[src/rtl/pipe_ctrl_pkg.sv]
// pipe_ctrl_pkg: shared state encoding and forwarding-select codes for the pipeline controller.
package pipe_ctrl_pkg;
    typedef enum logic [1:0] {RUN, MEM_WAIT, ERR} state_e;
    localparam logic [1:0] FWD_RF  = 2'b00;
    localparam logic [1:0] FWD_WB  = 2'b01;
    localparam logic [1:0] FWD_MEM = 2'b10;
endpackage

[src/rtl/fwd_unit.sv]
// fwd_unit: EX-operand bypass select; MEM results win over WB, loads in MEM are not yet available.
module fwd_unit
    import pipe_ctrl_pkg::*;
(
    input  logic [4:0] rs_e_i,
    input  logic [4:0] rd_m_i,
    input  logic       rd_wren_m_i,
    input  logic       mem_read_m_i,
    input  logic [4:0] rd_w_i,
    input  logic       rd_wren_w_i,
    output logic [1:0] sel_o
);
    always_comb
        sel_o = (rd_wren_m_i && !mem_read_m_i && rd_m_i != 5'd0 && rd_m_i == rs_e_i) ? FWD_MEM :
                (rd_wren_w_i && rd_w_i != 5'd0 && rd_w_i == rs_e_i)                 ? FWD_WB  :
                                                                                      FWD_RF;
endmodule

[src/rtl/pipe_hazard_ctrl.sv]
// pipe_hazard_ctrl: stall/flush/forwarding control for the 5-stage core with memory-hold FSM.
// Optional performance counters are built only when PIPE_PERF_CNT_EN is defined.
module pipe_hazard_ctrl
    import pipe_ctrl_pkg::*;
#(
    parameter int WAIT_MAX = 255,
    parameter int CNT_W    = 32
) (
    input  logic             i_clk,
    input  logic             i_reset,
    input  logic [4:0]       i_rs1_d,
    input  logic [4:0]       i_rs2_d,
    input  logic [4:0]       i_rs1_e,
    input  logic [4:0]       i_rs2_e,
    input  logic [4:0]       i_rd_e,
    input  logic             i_mem_read_e,
    input  logic             i_redirect_e,
    input  logic [4:0]       i_rd_m,
    input  logic             i_rd_wren_m,
    input  logic             i_mem_read_m,
    input  logic             i_dmem_req_m,
    input  logic             i_dmem_ack,
    input  logic [4:0]       i_rd_w,
    input  logic             i_rd_wren_w,
    output logic             o_stall_if,
    output logic             o_stall_id,
    output logic             o_stall_ex,
    output logic             o_stall_mem,
    output logic             o_flush_id,
    output logic             o_flush_ex,
    output logic [1:0]       o_fwd_a,
    output logic [1:0]       o_fwd_b,
    output logic             o_mem_timeout,
    output logic [CNT_W-1:0] o_stall_cnt,
    output logic [CNT_W-1:0] o_flush_cnt
);
    localparam int                WCNT_W   = (WAIT_MAX < 1) ? 1 : $clog2(WAIT_MAX + 1);
    localparam logic [WCNT_W-1:0] WAIT_LIM = WCNT_W'(WAIT_MAX);
    localparam bit                TO_EN    = (WAIT_MAX != 0);

    state_e            state_q, state_d;
    logic [WCNT_W-1:0] wcnt_q, wcnt_d;
    logic [1:0]        fwd_a, fwd_b;
    logic              lu, hold, redir, lu_stall;

    fwd_unit u_fwd_a (
        .rs_e_i(i_rs1_e), .rd_m_i(i_rd_m), .rd_wren_m_i(i_rd_wren_m), .mem_read_m_i(i_mem_read_m),
        .rd_w_i(i_rd_w), .rd_wren_w_i(i_rd_wren_w), .sel_o(fwd_a)
    );
    fwd_unit u_fwd_b (
        .rs_e_i(i_rs2_e), .rd_m_i(i_rd_m), .rd_wren_m_i(i_rd_wren_m), .mem_read_m_i(i_mem_read_m),
        .rd_w_i(i_rd_w), .rd_wren_w_i(i_rd_wren_w), .sel_o(fwd_b)
    );

    // On the ack cycle of MEM_WAIT hold drops and the normal RUN priority applies.
    always_comb begin
        lu       = i_mem_read_e && i_rd_e != 5'd0 && (i_rd_e == i_rs1_d || i_rd_e == i_rs2_d);
        hold     = (state_q == ERR) || (state_q == MEM_WAIT ? !i_dmem_ack : (i_dmem_req_m && !i_dmem_ack));
        redir    = !hold && i_redirect_e;
        lu_stall = !hold && !i_redirect_e && lu;
        state_d  = (state_q == ERR) ? ERR :
                   !hold ? RUN :
                   (state_q == MEM_WAIT && TO_EN && wcnt_q == WAIT_LIM) ? ERR : MEM_WAIT;
        wcnt_d   = (state_q == MEM_WAIT && hold) ? wcnt_q + WCNT_W'(1) : '0;
        o_stall_if    = i_reset && (hold || lu_stall);
        o_stall_id    = i_reset && (hold || lu_stall);
        o_stall_ex    = i_reset && hold;
        o_stall_mem   = i_reset && hold;
        o_flush_id    = i_reset && redir;
        o_flush_ex    = i_reset && (redir || lu_stall);
        o_fwd_a       = i_reset ? fwd_a : FWD_RF;
        o_fwd_b       = i_reset ? fwd_b : FWD_RF;
        o_mem_timeout = i_reset && state_q == ERR;
    end

    always_ff @(posedge i_clk or negedge i_reset)
        if (!i_reset) begin
            state_q <= RUN;
            wcnt_q  <= '0;
        end else begin
            state_q <= state_d;
            wcnt_q  <= wcnt_d;
        end

`ifdef PIPE_PERF_CNT_EN
    logic [CNT_W-1:0] stall_cnt_q, flush_cnt_q;
    always_ff @(posedge i_clk or negedge i_reset)
        if (!i_reset) begin
            stall_cnt_q <= '0;
            flush_cnt_q <= '0;
        end else begin
            if (o_stall_if && !(&stall_cnt_q)) stall_cnt_q <= stall_cnt_q + CNT_W'(1);
            if (o_flush_id && !(&flush_cnt_q)) flush_cnt_q <= flush_cnt_q + CNT_W'(1);
        end
    assign o_stall_cnt = stall_cnt_q;
    assign o_flush_cnt = flush_cnt_q;
`else
    assign o_stall_cnt = '0;
    assign o_flush_cnt = '0;
`endif
endmodule

[config.mk]
export PLATFORM = sky130hd
export DESIGN_NAME = pipe_hazard_ctrl
export DESIGN_NICKNAME = d
export VERILOG_FILES = /design/src/rtl/pipe_ctrl_pkg.sv /design/src/rtl/fwd_unit.sv /design/src/rtl/pipe_hazard_ctrl.sv
export SDC_FILE = /design/constraint.sdc
export NUM_CORES = 1
export LEC_CHECK = 0
export CAP_MARGIN = 20
export CORE_MARGIN = 2
export CORE_UTILIZATION = 33
export CTS_CLUSTER_SIZE = 25
export DETAILED_ROUTE_END_ITERATION = 6
export PLACE_DENSITY = 0.83
export SYNTH_ARGS = -nofsm -noshare
export SYNTH_HDL_FRONTEND = slang
export SYNTH_SLANG_ARGS = --single-unit
export TNS_END_PERCENT = 100
[constraint.sdc]
create_clock -name i_clk -period 2.2 [get_ports i_clk]
set_input_delay 0.44 -clock i_clk [delete_from_list [all_inputs] [get_ports i_clk]]
set_output_delay 0.44 -clock i_clk [all_outputs]
set_load 0.1 [all_outputs]
======== Word-level counts from Yosys, hierarchy flattened ========
Index checks and enable logic that the tools add are counted.
word-level totals
  output and inout bits ................... 75
  register bits after elaboration ......... 10
  input port bits ......................... 44
  logic and storage cells ................. 54
cells by class
  muxes and demuxes ....................... 11
  $add $sub $neg .......................... 1
  equal/unequal tests ..................... 9
  reduce and logical (&&, ||, !) cells .... 31
operators by type and width
  cell                                                  number
  equality test 5 bit                                   6
  logical AND 1 bit                                     20
  nonzero test 5 bit                                    3
  2-to-1 mux 2 bit                                      7
  adder 8 x 1 -> 8 bit (second input constant)          1
  equality test 8 bit (second input constant)           1
  2-to-1 mux 8 bit                                      1
  logical NOT 1 bit                                     4
  logical OR 1 bit                                      4
  2-to-1 mux 1 bit                                      3
  equality test 2 x 1 -> 1 bit (second input constant)  1
  equality test 2 bit (second input constant)           1

======== Longest topological paths before layout ========
  word-level depth ........................ 9
  mapped depth ............................ 5
  gate-level depth less buffers ........... 5

======== Cells and area by module ========
From an unflattened synthesis, not the netlist that was laid out.
unflattened totals
  cell total of the unflattened synthesis .. 185
  area, all modules ....................... 1,505.2 um^2
modules (own cells, without submodules)
  module            cells each  area each (um^2)  sequential area each (um^2)  instances
  pipe_hazard_ctrl  143         1,182.4           250.2                        1
  fwd_unit          21          161.4             0.0                          2

======== Worst setup path before layout ========
No wires, ideal clock.
  kind .................................... register to output
  from .................................... reg state_q[0]
  to ...................................... out o_stall_if
  buffers on the path ..................... 1
  path slack .............................. -2.168 ns
  required time ........................... 1.760 ns
  data arrival time ....................... 3.928 ns
  cell stages (with the launch flop) ...... 6
  cell sequence ........................... dfrtp_1 nor3b_1 nor4b_1 o211ai_1 o31ai_1 buf_4
between the ends
  longest elaborated chain between the ends .. 8
  elaborated cells between the ends (all ways) .. 9
  those cells by class .................... eq/ne (2); mux (1); reduce/logical (6)
ends and longest elaborated chain
  item                            line                    text
  from (decl)                     pipe_hazard_ctrl.sv:41  state_e state_q, state_d;
  from (signal assigned)          pipe_hazard_ctrl.sv:81  state_q <= state_d;
  equality test 2 x 1 -> 1 bit    pipe_hazard_ctrl.sv:58  hold = (state_q == ERR) || (state_q == MEM_WAIT ? !i_dmem_ack : (i_dmem_req_m && !i_dmem_ack));
  2-to-1 mux 1 bit                pipe_hazard_ctrl.sv:58
  logical OR 1 bit (*)            pipe_hazard_ctrl.sv:58
  logical NOT 1 bit               -
  logical AND 1 bit (2 in a row)  pipe_hazard_ctrl.sv:60  lu_stall = !hold && !i_redirect_e && lu;
  logical OR 1 bit (*)            -
  logical AND 1 bit (*)           -
  to (decl)                       pipe_hazard_ctrl.sv:25  output logic o_stall_if,
Every way passes the cells marked *; elsewhere a longest branch is shown, timed or not.

======== Final worst setup path ========
  from .................................... in i_rs1_e[2]
  to ...................................... out o_fwd_a[0]
between the ends
  longest elaborated chain between the ends .. 5
  elaborated cells between the ends (all ways) .. 7
  those cells by class .................... eq/ne (2); mux (3); reduce/logical (2)
ends and longest elaborated chain
  item                  line                    text
  from (decl)           pipe_hazard_ctrl.sv:13  input logic [4:0] i_rs1_e,
  equality test 5 bit   fwd_unit.sv:15          (rd_wren_w_i && rd_w_i != 5'd0 && rd_w_i == rs_e_i) ? FWD_WB :
  logical AND 1 bit     fwd_unit.sv:15
  2-to-1 mux 1 bit      fwd_unit.sv:15
  2-to-1 mux 2 bit (*)  fwd_unit.sv:14          sel_o = (rd_wren_m_i && !mem_read_m_i && rd_m_i != 5'd0 && rd_m_i == rs_e_i) ? FWD_MEM :
  2-to-1 mux 2 bit (*)  pipe_hazard_ctrl.sv:71  o_fwd_a = i_reset ? fwd_a : FWD_RF;
  to (decl)             pipe_hazard_ctrl.sv:31  output logic [1:0] o_fwd_a,
Marked as above.

==> flow_metrics.py <==
metrics = {
    "timing": {
        "fin_setup_tns_ns": -0.493,
        "hold_viol": 0,
        "rsz0062_at_grt": "true",
        "maxSlewViolCount": 0,
        "fin_crit_ns": 2.33,
        "setup_ws_ns": -0.131,
        "holdWs_ns": 0.217,
        "setup_viol": 5,
        "fmax_ghz": 0.429,
        "fin_worst_skew_ns": 0.00230,
        "fin_crit_sh": 1.06,
    },
    "final_layout": {
        "syn_to_final_growth_pct": 59.7,
        "drive_gt1_frac": 0.361,
        "stdcell_area_sq_um": 2260,
        "nets": 296,
        "multi_input_area_sq_um": 1120,
        "antennaDiodeCount": 0,
        "layout.area.seq_sq_um": 250,
        "nFillCells": 372,
        "final_cells": 299,
        "fin_util": 0.556,
    },
    "clocking": {
        "cts.path.max_buffers": 2,
        "clock-sinks": 10,
        "htreeDepth": 1,
        "clkLatencyLatePin_ns": 0.23,
        "root_buffer": "clkbuf_8",
        "clkTransAtPathRegs_ns": 0.05,
        "tritoncts": "yes",
        "cts_buffers": 3,
    },
    "worst_setup_path": {
        "critPathMaxFanout": 2,
        "cp-start-kind": "input port",
        "cpPeakStageDelay_ns": 0.49,
        "crit_path_end_kind": "primary output",
        "path_cells": "clkdlybuf4s15_1, xor2_1, or4_4, nor4_4, buf_12",
        "required_ns": 1.76,
        "worstPathArrival_ns": 1.89,
        "worst-setup-path-type": "in2out",
        "slowest_stage": "or4_4",
        "rrSetupSlack_ns": 0.92,
    },
    "outcome": {
        "outcome": "complete, but fails checks",
        "violations": "negative setup slack",
    },
    "power_and_ir_drop": {
        "p_leak_nw": 1.10,
        "total_power_mw": 1.18,
        "peakVddDrop_v": 0.000318,
        "cellPowerDensity_nw_per_um2": 525,
    },
    "global_routing": {
        "grt.total_usage": 0.141,
        "overflow": 0,
        "grt_max_degree": 13,
        "grt_antenna_before_repair": 0,
        "grt_pass1_wl_um": 5490,
        "grt.busiest_layer": "met2",
        "met1_usage": 0.137,
        "grt_use_met2": 0.297,
        "first_global_vias": 1187,
        "use_met3": 0.0189,
    },
    "job": {
        "maxCapViolations": 0,
    },
    "yosys": {
        "postSynthAreaPerCell_sq_um": 8.36,
        "syn-cell-area_sq_um": 1410,
        "syn_inst": 169,
        "ys_ff_latch": 10,
        "seq_area_frac_synth": 0.177,
        "ys_warn_count": 0,
        "synth_cell_types": 27,
    },
    "die": {
        "core_sq_um": 4060,
        "die-width_um": 69.4,
        "initial_core_util": 0.348,
        "io_pins": 119,
        "dieArea_sq_um": 4820,
        "rows": 23,
        "die_y_um": 69.4,
    },
    "placement": {
        "port_buffers": 54,
        "dpl_worst_slack_ns": -0.525,
        "gp_congestion": 0.851,
        "place_area_sq_um": 2070,
        "hpwlAfterDp_um": 2880,
        "dp_cells": 290,
    },
    "route": {
        "wirelength_um": 3530,
        "ant_nets": 0,
        "dr.pass1.iters": 4,
        "via_per_inst": 4.04,
        "dr_total_vias": 1208,
        "drc": 0,
        "drtIter0Drc": 25,
        "routedWlPerCell_um": 11.8,
    },
    "hold_path": {
        "hp-class": "in2async",
    },
}
layer usage:
layer,share of wire,vias to the layer above
met2,0.61,49
met3,0.048,6
li1,-,587
met4,0.016,0
met1,0.32,566
met5,0,-
cell type report:
type | instances | share of cell area
multi-input combinational | 155 | 0.495
timing repair buffer | 80 | 0.346
sequential | 10 | 0.111
tap | 50 | 0.0277
clock buffer | 3 | 0.0183
inverter | 1 | 0.00166
flip-flops by register name, summed over array words and instances, names as in the netlist:
signal and cells:
wcnt_q 8, state_q 2
where the power goes:
| part | internal (mW) | switching, mW | total, mW |
|---|---|---|---|
| Combinational | 0.163 | 0.646 | 0.809 |
| Sequential | 0.187 | 0.00298 | 0.190 |
| Clock | 0.119 | 0.0656 | 0.185 |
| Total | 0.469 | 0.715 | 1.18 |
worst max-delay path: cells and delay by family:
family / cells / cell delay (ns)
buffers and inverters: 2 / 0.44
and+or+nand+nor: 2 / 0.84
xor gates and xnor gates: 1 / 0.16
worst paths after layout:
path | startpoint | endpoint | cells after the start
setup reg to reg | wcnt_q[0] | state_q[0] | 5
hold reg to reg | wcnt_q[0] | wcnt_q[0] | 1
setup / recovery | i_rs1_e[2] | o_fwd_a[0] | 5
hold / removal | i_reset | wcnt_q[2] | 2
max in group asynchronous | i_reset | wcnt_q[7] | 2
min in group i_clk | wcnt_q[0] | wcnt_q[0] | 1
Yosys cell counts:
library cell  number  share of area
o21ai_2            1         0.0062
or4_1              5          0.027
a22oi_1            1         0.0053
and3_1             3          0.013
nor3_1             2         0.0071
nor3b_1            1         0.0053
nor4_2             2          0.018
buf_4             66           0.35
inv_1              1         0.0027
nor2_1            11          0.029
nand3_1            6          0.021
o211ai_1           3          0.016
a21oi_1            1         0.0035
o21bai_1           2          0.011
nor2b_1            3          0.013
and2_2             2          0.011
nand2b_1           1         0.0044
nor4_1             2         0.0089
nor4b_1            1         0.0062
ha_1               1         0.0089
conb_1             1         0.0027
o31ai_1            2          0.011
nand2_1            2         0.0053
dfrtp_1           10           0.18
and2_1             3          0.013
xnor2_1            9          0.056
xor2_1            27           0.17
logic make-up after synthesis:
group                      share of synthesized area
buffers and inverters                          0.353
and+or+nand+nor                                0.182
xor gates and xnor gates                       0.223
AOI/OAI and AO/OA                             0.0523
DFF                                            0.177
adders and majority gates                    0.00886
other                                        0.00265
what timing repair did:
action                                  CTS  global route
endpoints found under the setup margin   10             7
gates cloned                              0             0
hold buffers                              0             0
pin swaps                                19            18
buffers inserted                          5             1
resized for setup                        82            45
cells in the final DEF, fill, tap and decap left out, drive strengths merged, types with 5 or more instances in the layout:
master          n
dfrtp          10
conb           64
clkdlybuf4s50   8
xor2           27
buf            47
dlygate4sd2     9
xnor2           9
or4             5
clkbuf         14
nand3           6
and2            5
nor2           11
Power figures use the tool's default switching activity.
